`src/rtl/decode_wide_pkg.sv`:
```
// Shared ISA and micro-architecture definitions for the wide decode stage.
// Provides the base opcodes, funct3/funct7 constants, the immediate-format
// enum, the decoded instruction bundle type and the pipeline width.
package decode_wide_pkg;

  localparam int CPU_ADDR_BITS = 32;
  localparam int CPU_INST_BITS = 32;
  localparam int CPU_DATA_BITS = 32;
  localparam int REG_BITS      = 5;
  localparam int PIPE_WIDTH    = 2;

  typedef enum logic [6:0] {
    OP_LUI    = 7'b0110111,
    OP_AUIPC  = 7'b0010111,
    OP_JAL    = 7'b1101111,
    OP_JALR   = 7'b1100111,
    OP_BRANCH = 7'b1100011,
    OP_LOAD   = 7'b0000011,
    OP_STORE  = 7'b0100011,
    OP_ITYPE  = 7'b0010011,
    OP_RTYPE  = 7'b0110011,
    OP_CSR    = 7'b1110011
  } opcode_e;

  localparam logic [2:0] FNC_ADD_SUB = 3'b000;
  localparam logic [2:0] FNC_SLL     = 3'b001;
  localparam logic [2:0] FNC_SR      = 3'b101;

  localparam logic [6:0] FNC7_NORMAL = 7'b0000000;
  localparam logic [6:0] FNC7_ALT    = 7'b0100000;

  typedef enum logic [2:0] {IMM_I, IMM_S, IMM_B, IMM_U, IMM_J, IMM_NONE} imm_fmt_e;

  // An operand is either a register tag or a literal; the unused half is 0.
  typedef struct packed {
    logic [REG_BITS-1:0]      tag;
    logic [CPU_DATA_BITS-1:0] data;
  } operand_t;

  typedef struct packed {
    logic [CPU_ADDR_BITS-1:0] pc;
    logic [6:0]               opcode;
    logic [REG_BITS-1:0]      rd;
    logic [6:0]               funct7;
    operand_t                 src_0_a;
    operand_t                 src_0_b;
    operand_t                 src_1_a;
    operand_t                 src_1_b;
    logic [CPU_DATA_BITS-1:0] imm;
    logic [2:0]               uop_0;
    logic [2:0]               uop_1;
    logic                     br_taken;
    logic                     has_rd;
    logic                     is_valid;
  } instruction_t;

  function automatic imm_fmt_e imm_fmt(input logic [6:0] op);
    case (op)
      OP_ITYPE, OP_LOAD, OP_JALR: imm_fmt = IMM_I;
      OP_STORE:                   imm_fmt = IMM_S;
      OP_BRANCH:                  imm_fmt = IMM_B;
      OP_LUI, OP_AUIPC:           imm_fmt = IMM_U;
      OP_JAL:                     imm_fmt = IMM_J;
      default:                    imm_fmt = IMM_NONE;
    endcase
  endfunction

endpackage

```
`src/rtl/decode_wide_lane.sv`:
```
// Single-lane combinational decoder.
// Ports: lane_val (lane carries an instruction), pc, inst (raw word)
//        -> dec (instruction_t bundle), illegal (valid but unsupported).
module decode_lane
  import decode_wide_pkg::*;
(
  input  logic                     lane_val,
  input  logic [CPU_ADDR_BITS-1:0] pc,
  input  logic [CPU_INST_BITS-1:0] inst,
  output instruction_t             dec,
  output logic                     illegal
);

  logic [6:0]               op;
  logic [2:0]               f3;
  logic [6:0]               f7;
  logic [REG_BITS-1:0]      rd, rs1, rs2;
  logic [CPU_DATA_BITS-1:0] imm;
  logic                     legal;

  assign op  = inst[6:0];
  assign rd  = inst[11:7];
  assign f3  = inst[14:12];
  assign rs1 = inst[19:15];
  assign rs2 = inst[24:20];
  assign f7  = inst[31:25];

  always_comb begin
    case (imm_fmt(op))
      IMM_I:   imm = {{20{inst[31]}}, inst[31:20]};
      IMM_S:   imm = {{20{inst[31]}}, inst[31:25], inst[11:7]};
      IMM_B:   imm = {{19{inst[31]}}, inst[31], inst[7], inst[30:25], inst[11:8], 1'b0};
      IMM_U:   imm = {inst[31:12], 12'h000};
      IMM_J:   imm = {{11{inst[31]}}, inst[31], inst[19:12], inst[20], inst[30:21], 1'b0};
      default: imm = '0;
    endcase
  end

  always_comb begin
    case (op)
      OP_LUI, OP_AUIPC, OP_JAL, OP_JALR, OP_BRANCH,
      OP_LOAD, OP_STORE, OP_CSR: legal = 1'b1;
      // ALT is only meaningful for SUB and SRA.
      OP_RTYPE: legal = (f7 == FNC7_NORMAL) ||
                        ((f7 == FNC7_ALT) && ((f3 == FNC_ADD_SUB) || (f3 == FNC_SR)));
      // Shift-immediates reuse the upper imm bits as funct7.
      OP_ITYPE: begin
        if (f3 == FNC_SLL)     legal = (f7 == FNC7_NORMAL);
        else if (f3 == FNC_SR) legal = (f7 == FNC7_NORMAL) || (f7 == FNC7_ALT);
        else                   legal = 1'b1;
      end
      default: legal = 1'b0;
    endcase
  end

  always_comb begin
    dec             = '0;
    dec.pc          = pc;
    dec.opcode      = op;
    dec.rd          = rd;
    dec.funct7      = f7;
    dec.imm         = imm;
    dec.src_1_a.tag = rs1;
    dec.src_1_b.tag = rs2;
    if ((op == OP_AUIPC) || (op == OP_JAL) || (op == OP_BRANCH)) dec.src_0_a.data = pc;
    else                                                         dec.src_0_a.tag  = rs1;
    if (op == OP_RTYPE) dec.src_0_b.tag  = rs2;
    else                dec.src_0_b.data = imm;
    case (op)
      OP_RTYPE, OP_ITYPE, OP_LOAD, OP_STORE: dec.uop_0 = f3;
      default:                               dec.uop_0 = FNC_ADD_SUB;
    endcase
    dec.uop_1    = (op == OP_BRANCH) ? f3 : 3'b000;
    dec.br_taken = (op == OP_JAL) || (op == OP_JALR);
    case (op)
      OP_LUI, OP_AUIPC, OP_JAL, OP_JALR, OP_LOAD, OP_ITYPE, OP_RTYPE:
        dec.has_rd = (rd != '0);
      default: dec.has_rd = 1'b0;
    endcase
    dec.is_valid = lane_val & legal;
  end

  assign illegal = lane_val & ~legal;

endmodule

```
`src/rtl/decode_wide.sv`:
```
// WIDTH-lane decode stage with output register and optional skid entry.
// Ports: clk, rst (sync, active-high), flush; fetch_val/lane_val/inst_pcs/
//        insts/decode_rdy from fetch; decode_val/decoded_insts/illegal/
//        rename_rdy toward rename.
// With SKID_EN the skid entry absorbs the bundle accepted in the cycle
// rename stalls, so decode_rdy can be a flop with no path from rename_rdy.
module decode_wide
  import decode_wide_pkg::*;
#(
  parameter int WIDTH   = PIPE_WIDTH,
  parameter bit SKID_EN = 1'b1
) (
  input  logic                                clk,
  input  logic                                rst,
  input  logic                                flush,
  input  logic                                fetch_val,
  input  logic [WIDTH-1:0]                    lane_val,
  input  logic [WIDTH-1:0][CPU_ADDR_BITS-1:0] inst_pcs,
  input  logic [WIDTH-1:0][CPU_INST_BITS-1:0] insts,
  output logic                                decode_rdy,
  input  logic                                rename_rdy,
  output logic                                decode_val,
  output instruction_t [WIDTH-1:0]            decoded_insts,
  output logic [WIDTH-1:0]                    illegal
);

  typedef enum logic [1:0] {ST_EMPTY, ST_FULL, ST_SKID} state_e;

  state_e                   state, state_n;
  instruction_t [WIDTH-1:0] dec, out_q, skid_q;
  logic [WIDTH-1:0]         dec_ill, out_ill_q, skid_ill_q;
  logic                     rdy_q;
  logic                     accept, drain;
  logic                     load_out, load_skid, skid_to_out;

  for (genvar l = 0; l < WIDTH; l++) begin : g_lane
    decode_lane u_lane (
      .lane_val (lane_val[l]),
      .pc       (inst_pcs[l]),
      .inst     (insts[l]),
      .dec      (dec[l]),
      .illegal  (dec_ill[l])
    );
  end

  assign decode_val = (state != ST_EMPTY);
  assign decode_rdy = SKID_EN ? rdy_q : (~decode_val | rename_rdy);
  assign accept     = fetch_val & decode_rdy;
  assign drain      = decode_val & rename_rdy;

  always_comb begin
    state_n     = state;
    load_out    = 1'b0;
    load_skid   = 1'b0;
    skid_to_out = 1'b0;
    case (state)
      ST_EMPTY: if (accept) begin
        state_n  = ST_FULL;
        load_out = 1'b1;
      end
      ST_FULL: begin
        if (accept && drain) begin
          load_out = 1'b1;
        end else if (accept) begin
          state_n   = ST_SKID;
          load_skid = 1'b1;
        end else if (drain) begin
          state_n = ST_EMPTY;
        end
      end
      ST_SKID: if (drain) begin
        state_n     = ST_FULL;
        skid_to_out = 1'b1;
      end
      default: state_n = ST_EMPTY;
    endcase
  end

  always_ff @(posedge clk) begin
    if (rst || flush) begin
      state      <= ST_EMPTY;
      rdy_q      <= 1'b1;
      out_q      <= '0;
      out_ill_q  <= '0;
      skid_q     <= '0;
      skid_ill_q <= '0;
    end else begin
      state <= state_n;
      rdy_q <= (state_n != ST_SKID);
      if (load_out) begin
        out_q     <= dec;
        out_ill_q <= dec_ill;
      end else if (skid_to_out) begin
        out_q     <= skid_q;
        out_ill_q <= skid_ill_q;
      end
      if (load_skid) begin
        skid_q     <= dec;
        skid_ill_q <= dec_ill;
      end
    end
  end

  assign decoded_insts = out_q;
  assign illegal       = out_ill_q;

endmodule
```
`config.mk`:
```
export PLATFORM = sky130hd
export DESIGN_NAME = decode_wide
export DESIGN_NICKNAME = d
export VERILOG_FILES = /design/src/rtl/decode_wide_pkg.sv /design/src/rtl/decode_wide_lane.sv /design/src/rtl/decode_wide.sv
export SDC_FILE = /design/constraint.sdc
export NUM_CORES = 1
export LEC_CHECK = 0
export BUFFER_PORTS_ARGS = -buffer_cell sky130_fd_sc_hd__clkbuf_2
export CORE_UTILIZATION = 36
export CTS_CLUSTER_SIZE = 10
export DETAILED_ROUTE_END_ITERATION = 10
export GPL_ROUTABILITY_DRIVEN = 0
export PLACE_DENSITY_LB_ADDON = 0.12
export SYNTH_ARGS = -nofsm -noshare
export SYNTH_HDL_FRONTEND = slang
export SYNTH_SLANG_ARGS = --single-unit
```
`constraint.sdc`:
```
create_clock -name clk -period 3.1 [get_ports clk]
set_input_delay 0.465 -clock clk [delete_from_list [all_inputs] [get_ports clk]]
set_output_delay 0.465 -clock clk [all_outputs]
set_load 0.02 [all_outputs]
```
---- Word level (Yosys, flattened, before mapping) ----
Cells that the tools add are included.
cells by class
  multiplexer cells ....................... 41
  bitwise logic cells ..................... 8
  eq/ne operators ......................... 37
  reductions and logical operators ........ 37
operator list
  operator              number
  $mux W480             2
  $pmux W32 S5          2
  $mux W32              4
  $eq A7 B6 Y1 const B  8
  $eq A7 B7 Y1 const B  8
  $pmux W3 S5           2
  $eq A7 B5 Y1 const B  4
  $mux W5               4
  $reduce_or A8 Y1      2
  $eq A7 B2 Y1 const B  2
  $logic_not A7 Y1      2
  $mux W2               7
  $reduce_or A7 Y1      2
  $logic_or A1 B1 Y1    13
  $eq A3 B1 Y1 const B  4
  $eq A3 B2 Y1 const B  4
  $eq A3 B3 Y1 const B  4
  $logic_not A3 Y1      4
  $mux W1               12
  $mux W3               4
  $reduce_bool A5 Y1    2
  $reduce_or A4 Y1      2
  $and A1 B1 Y1         6
  $pmux W1 S3           2
  other kinds (11)      17
word-level totals
  word-level logic and storage cells ...... 191
  input bits .............................. 135
  output and inout port bits .............. 484
  register bits ........................... 711

---- Longest topological paths before layout ----
Gate-level depths: netlist of the first run.
  depth in word-level cells ............... 8
  depth in mapped cells ................... 8
  gate-level depth less buffers ........... 5

---- Modules after synthesis ----
From an unflattened synthesis of the first run, not the netlist that was laid out.
unflattened totals
  cells, all modules ...................... 5438
  area total of the unflattened synthesis .. 40930.5 um^2
by module, submodules not included
  module       area an instance (um^2)  cells an instance  sequential area each (um^2)  times used
  decode_wide  36411.2                  4788               19358.6                      1
  decode_lane  2259.7                   325                0.0                          2

---- Worst setup path before layout of the first run ----
No wires, ideal clock.
  path type ............................... input port to flip-flop
  start point ............................. input insts[63] in the netlist's numbering
  end point ............................... register out_ill_q[1] (netlist: illegal[1])
  path slack .............................. 1.140 ns
  data required time ...................... 2.967 ns
  setup time .............................. 0.133 ns
  cell stages on the path ................. 5
  path buffers ............................ 0
  data arrival time ....................... 1.827 ns
  cells stage by stage .................... or4_1 o32a_1 nor4b_4 a211o_2 a31oi_1
on the way
  word-level cells in the longest chain between the ends .. 8
  elaborated cells on any way between the ends .. 11
  those cells by class .................... eq/ne: 1; mux: 4; bitwise: 2; reduce/logical: 4
RTL lines
  element                                                  line                    source
  start, declared                                          decode_wide.sv:19       input logic [WIDTH-1:0][CPU_INST_BITS-1:0] insts,
  $eq A7 B6 Y1 / $logic_not A7 Y1 (equally long branches)  --
  $logic_or A1 B1 Y1                                       decode_wide_lane.sv:49  else if (f3 == FNC_SR) legal = (f7 == FNC7_NORMAL) || (f7 == FNC7_ALT);
  $mux W1                                                  decode_wide_lane.sv:49
  $mux W1                                                  decode_wide_lane.sv:48  if (f3 == FNC_SLL) legal = (f7 == FNC7_NORMAL);
  $pmux W1 S3 *                                            decode_wide_lane.sv:40  case (op)
  $not A1 Y1 *                                             decode_wide_lane.sv:83  assign illegal = lane_val & ~legal;
  $and A1 B1 Y1 *                                          decode_wide_lane.sv:83
  $mux W2 *                                                decode_wide.sv:90       if (load_out) begin
  end signal, assigned                                     decode_wide.sv:92       out_ill_q <= dec_ill;
  end signal, assigned                                     decode_wide.sv:95       out_ill_q <= skid_ill_q;
  end, declared                                            decode_wide.sv:31       logic [WIDTH-1:0] dec_ill, out_ill_q, skid_ill_q;
Every way passes the cells marked *; elsewhere a longest branch is shown, timed or not.
A chain may end at the register's enable or synchronous reset.

---- Worst setup path after layout of the first run ----
  start point ............................. register state[0]
  end point ............................... register skid_q[400] in the netlist's numbering
on the way
  word-level cells in the longest chain between the ends .. 5
  elaborated cells on any way between the ends .. 6
  those cells by class .................... eq/ne: 1; mux: 2; bitwise: 1; reduce/logical: 2
RTL lines
  element                 line               source
  start, declared         decode_wide.sv:29  state_e state, state_n;
  start signal, assigned  decode_wide.sv:88  state <= state_n;
  $reduce_bool A2 Y1      decode_wide.sv:46  assign decode_val = (state != ST_EMPTY);
  $and A1 B1 Y1           decode_wide.sv:49  assign drain = decode_val & rename_rdy;
  $logic_and A1 B1 Y1     decode_wide.sv:62  if (accept && drain) begin
  $mux W1                 decode_wide.sv:62
  $mux W1 *               decode_wide.sv:56  case (state)
  end signal, assigned    decode_wide.sv:85  skid_q <= '0;
  end signal, assigned    decode_wide.sv:98  skid_q <= dec;
  end, declared           decode_wide.sv:30  instruction_t [WIDTH-1:0] dec, out_q, skid_q;
Marked as above.

==> results of run 1 <==
-- state kept, by name, summed over array words and instances, names as in the netlist --
name and flops:
skid_q 352, decoded_insts 352, state 2, decode_rdy 1, skid_ill_q 2, illegal 2
-- cells by family after synthesis --
family,after synthesis,synth area share
multiplexers,35,0.0121
other,1,0.000129
XOR/XNOR,4,0.00121
AO/OA/AOI/OAI,1016,0.227
flip-flops,711,0.490
AND/OR/NAND/NOR,1363,0.189
buffers and inverters,458,0.0807
-- metal layers --
layer / part of all wire / vias up / wire [um]
met5: 0.00023 / - / 23
met4: 0.025 / 4 / 2530
met3: 0.070 / 137 / 7030
met2: 0.45 / 730 / 44600
met1: 0.46 / 12600 / 45900
li1: - / 12800 / -
-- report_power, final --
| part | switching (mW) | leakage [nW] | internal, mW |
|---|---|---|---|
| clock network | 3.80 | 1.21 | 5.43 |
| registers | 0.0957 | 5.76 | 9.31 |
| logic | 1.29 | 6.08 | 0.440 |
-- placed cells by master (no fill, tap or decap), types with 9 or more instances in the layout --
cell type and count:
dfxtp_1 711, a311oi_1 148, nor3_1 9, buf_4 44
a22oi_1 58, a31oi_1 48, mux2i_1 35, o22ai_1 18
clkbuf_1 19, clkbuf_2 490, nor2_1 338, nand2_1 880
o211ai_1 25, conb_1 128, a21oi_1 402, a22o_1 52
a211oi_1 119, nand3_1 61, o21ai_0 94, buf_12 25
clkbuf_16 88
-- path summary, 6_finish.rpt --
check	from	end	depth (start not counted)
setup reg to reg	state[0]$_SDFF_PP0_	skid_q[400]$_SDFFE_PP0P_	6
hold reg to reg	skid_q[134]$_SDFFE_PP0P_	decoded_insts[134]$_SDFFE_PP0P_	2
setup / recovery	state[0]$_SDFF_PP0_	skid_q[400]$_SDFFE_PP0P_	6
hold / removal	inst_pcs[7]	skid_q[215]$_SDFFE_PP0P_	3
-- through the flow --
step                setup WS, ns  utilization  power (mW)
global route               0.673        0.433        21.1
floorplan                   1.14            -        10.8
finish                     0.844        0.433        20.4
global placement           0.648        0.402        11.3
detailed placement         0.601        0.402        11.3
CTS                        0.865        0.433        20.6
-- worst max-delay path, cell delays in order, from the launching register on --
cell,delay [ns]
dfxtp_1,0.43
nor2b_1,0.42
nand2_4,0.32
buf_12,0.31
buf_4,0.29
a22oi_1,0.20
nor2_1,0.06
-- layout make-up --
| cell class | count | area (um^2) | area share |
|---|---|---|---|
| diodes | 2 | 5.00 | 0.000146 |
| clock buffers | 114 | 2370 | 0.0690 |
| repair buffers | 559 | 3280 | 0.0955 |
| clock inverters | 8 | 115 | 0.00335 |
| well taps | 1050 | 1310 | 0.0382 |
| inverters | 4 | 15.0 | 0.000437 |
| flip-flops and latches | 711 | 14200 | 0.414 |
| multi-input cells | 2546 | 13000 | 0.379 |
==> impl_metrics.toml, run 1 <==
[cells_and_area]
fillerInstances = 8153
final_area_um2 = 34400
area_delta_synth_final_pct = 18.3
nNetsFinal = 4042
drive_gt1_frac = 0.175
layoutNonFillerInstCount = 4994

[timing]
clock.fmax_ghz = 0.443
maxSlewViolCount = 0
slew_headroom = 0.496
skew_ns = 0.0202
layout_min_cycle_time_ns = 2.26
setup_viol = 0
setup_tns_ns = 0
hold_viol_final = 0
min_period_over_period = 0.728
grt_setup_unrepaired = "no"
tightest_slew_ns = 0.752
whs_ns = 0.116

[synthesis]
synth_seq_area_share = 0.490
synth-seq-cells = 711
synth.area.top_cells = "dfxtp_1 (49%), nand2_1 (11%), a21oi_1 (6.9%)"
synth.distinct_cells = 66
syn_area_per_cell_um2 = 8.10
ys.flop_type = "dfxtp_1"
synth_top_area_frac = 0.490
yosysTopAreaCell = "dfxtp_1"
synth_common_cells = "nand2_1 (882), dfxtp_1 (711), a21oi_1 (402), nor2_1 (344), clkbuf_1 (229)"
synth.most_common_cell = "nand2_1"
syn_inst = 3588
yosys_warnings = 0
syn_area_um2 = 29000
synth_edf_count = 0
synthArstFlopShare = 0

[worst_setup_path]
rrSetupSlack_ns = 0.84
critPathMaxFanout = 85
setup.worst_path.start_class = "flop"
cp_data_arrival_time_ns = 2.75
required_ns = 3.59
critPathCaptureType = "flop"
crit_type = "reg -> reg"

[place]
post-place-cells = 4870
dp_hpwl_um = 65000
io_buffers = 490
placed_cell_area_um2 = 31900

[floorplan]
coreArea_um2 = 79400
dieArea_um2 = 81800
die_w_um = 286
start_util = 0.366
num_rows = 103
die_h_um = 286
io_pins = 619

[grt]
grtUsageMet3 = 0.0571
grt_usage = 0.236
grt_pass1_vias = 24400
grt_util_met1 = 0.325
grt.met2_usage = 0.362
antenna_found_initial = 6
grt_start_max_net_pins = 113
grt_pass1_wl_um = 152000
overflow = 0
busiest_layer = "met2"

[route]
routed_via_density = 5.26
drt_iter0_drc = 1846
wirelength_um = 100000
vias = 26300
ant_nets = 0
routedWlPerCell_um = 20.0
drt_first_pass_iters = 5
drcViolationCount = 0

[power]
peakVddDrop_uv = 387
p_per_area_nw_per_um2 = 593
p_leak_nw = 13.0

[clocking]
post-cts-setup-buffer-count = 0
cts_tree = "built"
cts_buffer_depth = 3
numClockSinks = 711
htreeDepth = 3
cts_inserted_buffers = 85
clkTransAtPathRegs_ns = 0.05
clock_latency_ns = 0.63
cts_resized = 0
cts_root_buf = "clkbuf_16"
cts-hold-fix-buffers = 0

[status]
status = "finished, final reports clean"

[job]
drv_cap = 0

[worst_hold_path]
min_path_type = "in -> reg"
Note: power is estimated with default switching activity, not from simulation.
==> inputs of run 2 (changes only) <==
clock period = 2 ns   (was 3.1 ns; I/O delays follow)
==> impl_metrics.toml, run 2 (synthesis results as in run 1) <==
[power]
clkPwrFrac = 0.441
p_leak_nw = 14.1
internal_power_mw = 23.4
power.switching_mw = 8.13
p_per_area_nw_per_um2 = 865
swShare = 0.258
power.total_mw = 31.6
peakVddDrop_uv = 643
sequentialPowerShare = 0.463
combPwrFrac = 0.096

[cells_and_area]
multi_input_area_um2 = 13100
regArea_um2 = 14200
nNetsFinal = 4238
final_area_um2 = 36500
final_common_cell = "nand2_1"
fillerInstances = 7992
drive_gt1_frac = 0.195
area_delta_synth_final_pct = 25.6
layout_common_cells = "nand2_1 (879), dfxtp_1 (710), clkbuf_2 (490)"
layoutNonFillerInstCount = 5183

[place]
post-place-cells = 4978
dp_hpwl_um = 69500
io_buffers = 490
placed_cell_area_um2 = 33200

[worst_setup_path]
setup.worst_path.start_class = "primary input"
critPathMaxFanout = 24
cp_data_arrival_time_ns = 2.46
critPathBufInv = 4
cp_slowest_cell = "dlygate4sd3_1"
cpMostUsedCell = "nor2_4"
cp_top_family = "buffers and inverters"
cp_cell_sequence = "dlygate4sd3_1 > clkbuf_2 > nand2b_2 > nor2_4 > buf_12 > nor2_4 > buf_4 > a22o_1"
critPathCaptureType = "flop"
cpPeakStageDelay_ns = 0.61
required_ns = 2.50
crit_type = "in -> reg"

[route]
drcViolationCount = 0
wirelength_um = 102000
drt_first_pass_iters = 6
ant_nets = 0
routedWlPerCell_um = 19.8
routed_via_density = 5.25
vias = 27200
drt_iter0_drc = 1820

[job]
drv_cap = 0

[clocking]
cts_tree = "built"
cts_root_buf = "clkbuf_16"
clock_latency_ns = 0.63
htreeDepth = 3
cts_buffer_depth = 3
cts_inserted_buffers = 84
clkTransAtPathRegs_ns = 0.05
numClockSinks = 711

[timing]
hold_viol_final = 0
setup_viol = 0
layout_min_cycle_time_ns = 1.95
setup_tns_ns = 0
maxSlewViolCount = 0
tightest_slew_ns = 0.578
clock.fmax_ghz = 0.513
min_period_over_period = 0.976
skew_ns = 0.0235
slew_headroom = 0.614

[grt]
grt_pass1_wl_um = 155000
antenna_found_initial = 1
grt_pass1_vias = 25100
overflow = 0
grt_usage = 0.240
grt_start_max_net_pins = 86

[status]
status = "finished, final reports clean"

[floorplan]
die_h_um = 286
coreArea_um2 = 79400
dieArea_um2 = 81800
num_rows = 103
io_pins = 619
start_util = 0.366
die_w_um = 286

[worst_hold_path]
min_path_type = "in -> reg"
-- run 2: cell types whose count changed in the layout (fill, tap and decap cells not counted), moves of 2 or more --
cell / change
buf_4: +71
clkbuf_16: -3
nor2b_2: +2
buf_12: +40
dlygate4sd3_1: +86
nor2b_1: -2
clkbuf_1: -4
-- run 2: path summary, 6_finish.rpt --
check                           slack [ns]              startpoint  cells past startpoint                       end
worst min-delay path                  0.02                insts[1]                      3  skid_q[202]$_SDFFE_PP0P_
worst min register to register        0.45  skid_q[0]$_SDFFE_PP0P_                      1    skid_q[0]$_SDFFE_PP0P_
worst max-delay path                  0.05              rename_rdy                      8  skid_q[125]$_SDFFE_PP0P_
worst max register to register        0.14     state[0]$_SDFF_PP0_                      8  skid_q[407]$_SDFFE_PP0P_
-- run 2: worst register-to-register path: cells and delay by family, from the launching register on --
kind,cells,cell delay [ns]
buf+inv,3,0.57
flops,1,0.45
compound gates,1,0.14
simple gates,4,0.65
-- run 2: final cells by class --
type,count,share of cell area
Clock buffer,107,0.0625
Inverter,4,0.000411
Antenna cell,1,0.0000686
Multi-Input combinational cell,2546,0.358
Sequential cell,711,0.390
Clock inverter,8,0.00271
Tap cell,1050,0.0360
Timing Repair Buffer,756,0.150
-- run 2: through the flow --
stage | setup slack (ns) | hold WS, ns | util
after global routing | -0.00506 | 0.0426 | 0.460
final | 0.0489 | 0.0245 | 0.460
after floorplan | 0.183 | 0.424 | -
after detailed placement | -0.0919 | 0.439 | 0.418
after CTS | 0.0166 | 0.000638 | 0.459
after global placement | -0.105 | 0.437 | 0.418
-- run 2: per-layer routing --
layer | wire, um | track usage
met5 | 0 | 0
met4 | 2300 | 0.0713
met3 | 6410 | 0.0523
met2 | 46700 | 0.378
met1 | 46900 | 0.329
-- run 2: repair_timing --
item | 4_1_cts | 5_1_grt
pin swaps | 0 | 2
hold endpoints to repair | 278 | 0
resized for setup | 2 | 8
setup endpoints to repair | 13 | 89
buffers inserted | 0 | 3
hold buffers | 86 | 0
-- run 2: power by group through the flow --
stage / Combinational, mW / Sequential, mW / Clock [mW]
final: 3.03 / 14.6 / 13.9
after global placement: 2.88 / 14.9 / 0
after detailed placement: 2.88 / 14.9 / 0
after global routing: 3.27 / 14.6 / 14.8
after CTS: 3.02 / 14.6 / 14.3
after floorplan: 1.55 / 15.1 / 0
==> inputs of run 3 (changes only) <==
BUFFER_PORTS_ARGS = default   (was -buffer_cell sky130_fd_sc_hd__clkbuf_2)
CTS_BUF_LIST = sky130_fd_sc_hd__clkbuf_4   (was default)
DONT_BUFFER_PORTS = 1   (was default)
==> impl_metrics.toml, run 3 (synthesis results as in run 1) <==
[status]
status = "finished with violations"
violations = "setup timing"

[grt]
grt_usage = 0.247
grt_pass1_wl_um = 158000
grt_pass1_vias = 26100
grt_start_max_net_pins = 92
antenna_found_initial = 10
overflow = 0

[timing]
setup_viol = 11
maxSlewViolCount = 0
slew_headroom = 0.490
fin_ws_ns = -0.0277
tightest_slew_ns = 0.763
clock.fmax_ghz = 0.493
layout_min_cycle_time_ns = 2.03
setup_tns_ns = -0.108
skew_ns = 0.0594
grt_setup_unrepaired = "yes"
min_period_over_period = 1.01
hold_viol_final = 0

[floorplan]
num_rows = 103
start_util = 0.366
coreArea_um2 = 79400
die_h_um = 286
die_w_um = 286
io_pins = 619
dieArea_um2 = 81800

[route]
routed_via_density = 5.43
vias = 27300
ant_nets = 0
drcViolationCount = 0
wirelength_um = 107000
routedWlPerCell_um = 21.2
drt_first_pass_iters = 8
drt_iter0_drc = 1979

[cells_and_area]
fillerInstances = 7902
drive_gt1_frac = 0.130
layout_common_cells = "nand2_1 (879), dfxtp_1 (698), a21oi_1 (398)"
layoutNonFillerInstCount = 5032
nNetsFinal = 3974
area_delta_synth_final_pct = 22.1
final_common_cell = "nand2_1"

[job]
drv_cap = 0

[power]
peakVddDrop_uv = 406
clkPwrFrac = 0.430
swShare = 0.274
p_per_area_nw_per_um2 = 866
internal_power_mw = 22.3
combPwrFrac = 0.084
power.switching_mw = 8.41
sequentialPowerShare = 0.486
p_leak_nw = 12.8

[worst_setup_path]
critPathMaxFanout = 19
crit_type = "reg -> reg"
setup.worst_path.start_class = "flop"
required_ns = 2.85
cp_data_arrival_time_ns = 2.88
critPathCaptureType = "flop"

[clocking]
clkTransAtPathRegs_ns = 0.06
numClockSinks = 711
cts_inserted_buffers = 195
cts_root_buf = "clkbuf_4"
cts_buffer_depth = 3
clock_latency_ns = 0.99
htreeDepth = 4
cts_tree = "built"

[place]
io_buffers = 0
dp_hpwl_um = 68600
post-place-cells = 4445

[worst_hold_path]
min_path_type = "in -> reg"
[run 3: final cells by class]
type	instances	area (um^2)	area share
Tap cell	1050	1310	0.0370
Clock buffer	292	2190	0.0618
Antenna cell	12	30.0	0.000846
Clock inverter	36	253	0.00712
Multi-Input combinational cell	2546	13100	0.370
Timing Repair Buffer	381	4280	0.121
Sequential cell	711	14300	0.402
Inverter	4	15.0	0.000423
[run 3: worst max-delay path, cell delays in order, from the launching register on]
cell      delay, ns
dfxtp_4        0.34
buf_4          0.15
nand3b_1       0.31
nor2_4         0.22
buf_4          0.15
buf_12         0.20
nor2_4         0.06
buf_6          0.20
a22o_1         0.25
[run 3: metal layers]
| layer | routed length, um | GRT usage | vias to the layer above | part of all wire |
|---|---|---|---|---|
| met5 | 13 | 0 | - | 0.00012 |
| met4 | 3130 | 0.0987 | 2 | 0.029 |
| met3 | 10100 | 0.0900 | 187 | 0.094 |
| met2 | 49600 | 0.392 | 1116 | 0.46 |
| met1 | 44000 | 0.303 | 13200 | 0.41 |
| li1 | - | - | 12900 | - |
[run 3: what timing repair did]
| item | in CTS | in global routing |
|---|---|---|
| setup endpoints to repair | 9 | 220 |
| cloned | 0 | 6 |
| buffers inserted | 1 | 11 |
| hold buffers | 219 | 12 |
| gates resized for setup | 13 | 44 |
| endpoints found under the hold margin | 711 | 22 |
| pin swaps | 1 | 3 |
[run 3: metrics by stage]
stage | hold slack, ns | total power [mW] | worst slack (ns) | utilization | cell area (um^2)
2_1_floorplan | 0.424 | 16.7 | 0.183 | - | 29500
3_3_place_gp | 0.414 | 17.1 | 0.0983 | 0.381 | 30300
3_5_place_dp | 0.415 | 17.1 | 0.0242 | 0.381 | 30300
4_1_cts | 0.00793 | 31.0 | -0.0598 | 0.440 | 34900
5_1_grt | -0.00237 | 32.1 | -0.0624 | 0.447 | 35500
6_report | 0.0593 | 30.7 | -0.0277 | 0.447 | 35500
[run 3: path summary, 6_finish.rpt]
check,end,start,slack [ns],cells past startpoint
max,skid_q[120]$_SDFFE_PP0P_,state[1]$_SDFF_PP0_,-0.03,8
min,decoded_insts[127]$_SDFFE_PP0P_,insts[12],0.06,3
max reg2reg,skid_q[120]$_SDFFE_PP0P_,state[1]$_SDFF_PP0_,-0.03,8
min reg2reg,decoded_insts[187]$_SDFFE_PP0P_,skid_q[187]$_SDFFE_PP0P_,0.42,2
[run 3: power by group through the flow]
stage               combinational [mW]  clock, mW  sequential (mW)
floorplan                         1.55          0             15.1
global placement                  1.80          0             15.3
detailed placement                1.83          0             15.3
CTS                               2.46       13.6             14.9
global route                      2.78       14.4             15.0
finish                            2.57       13.2             14.9
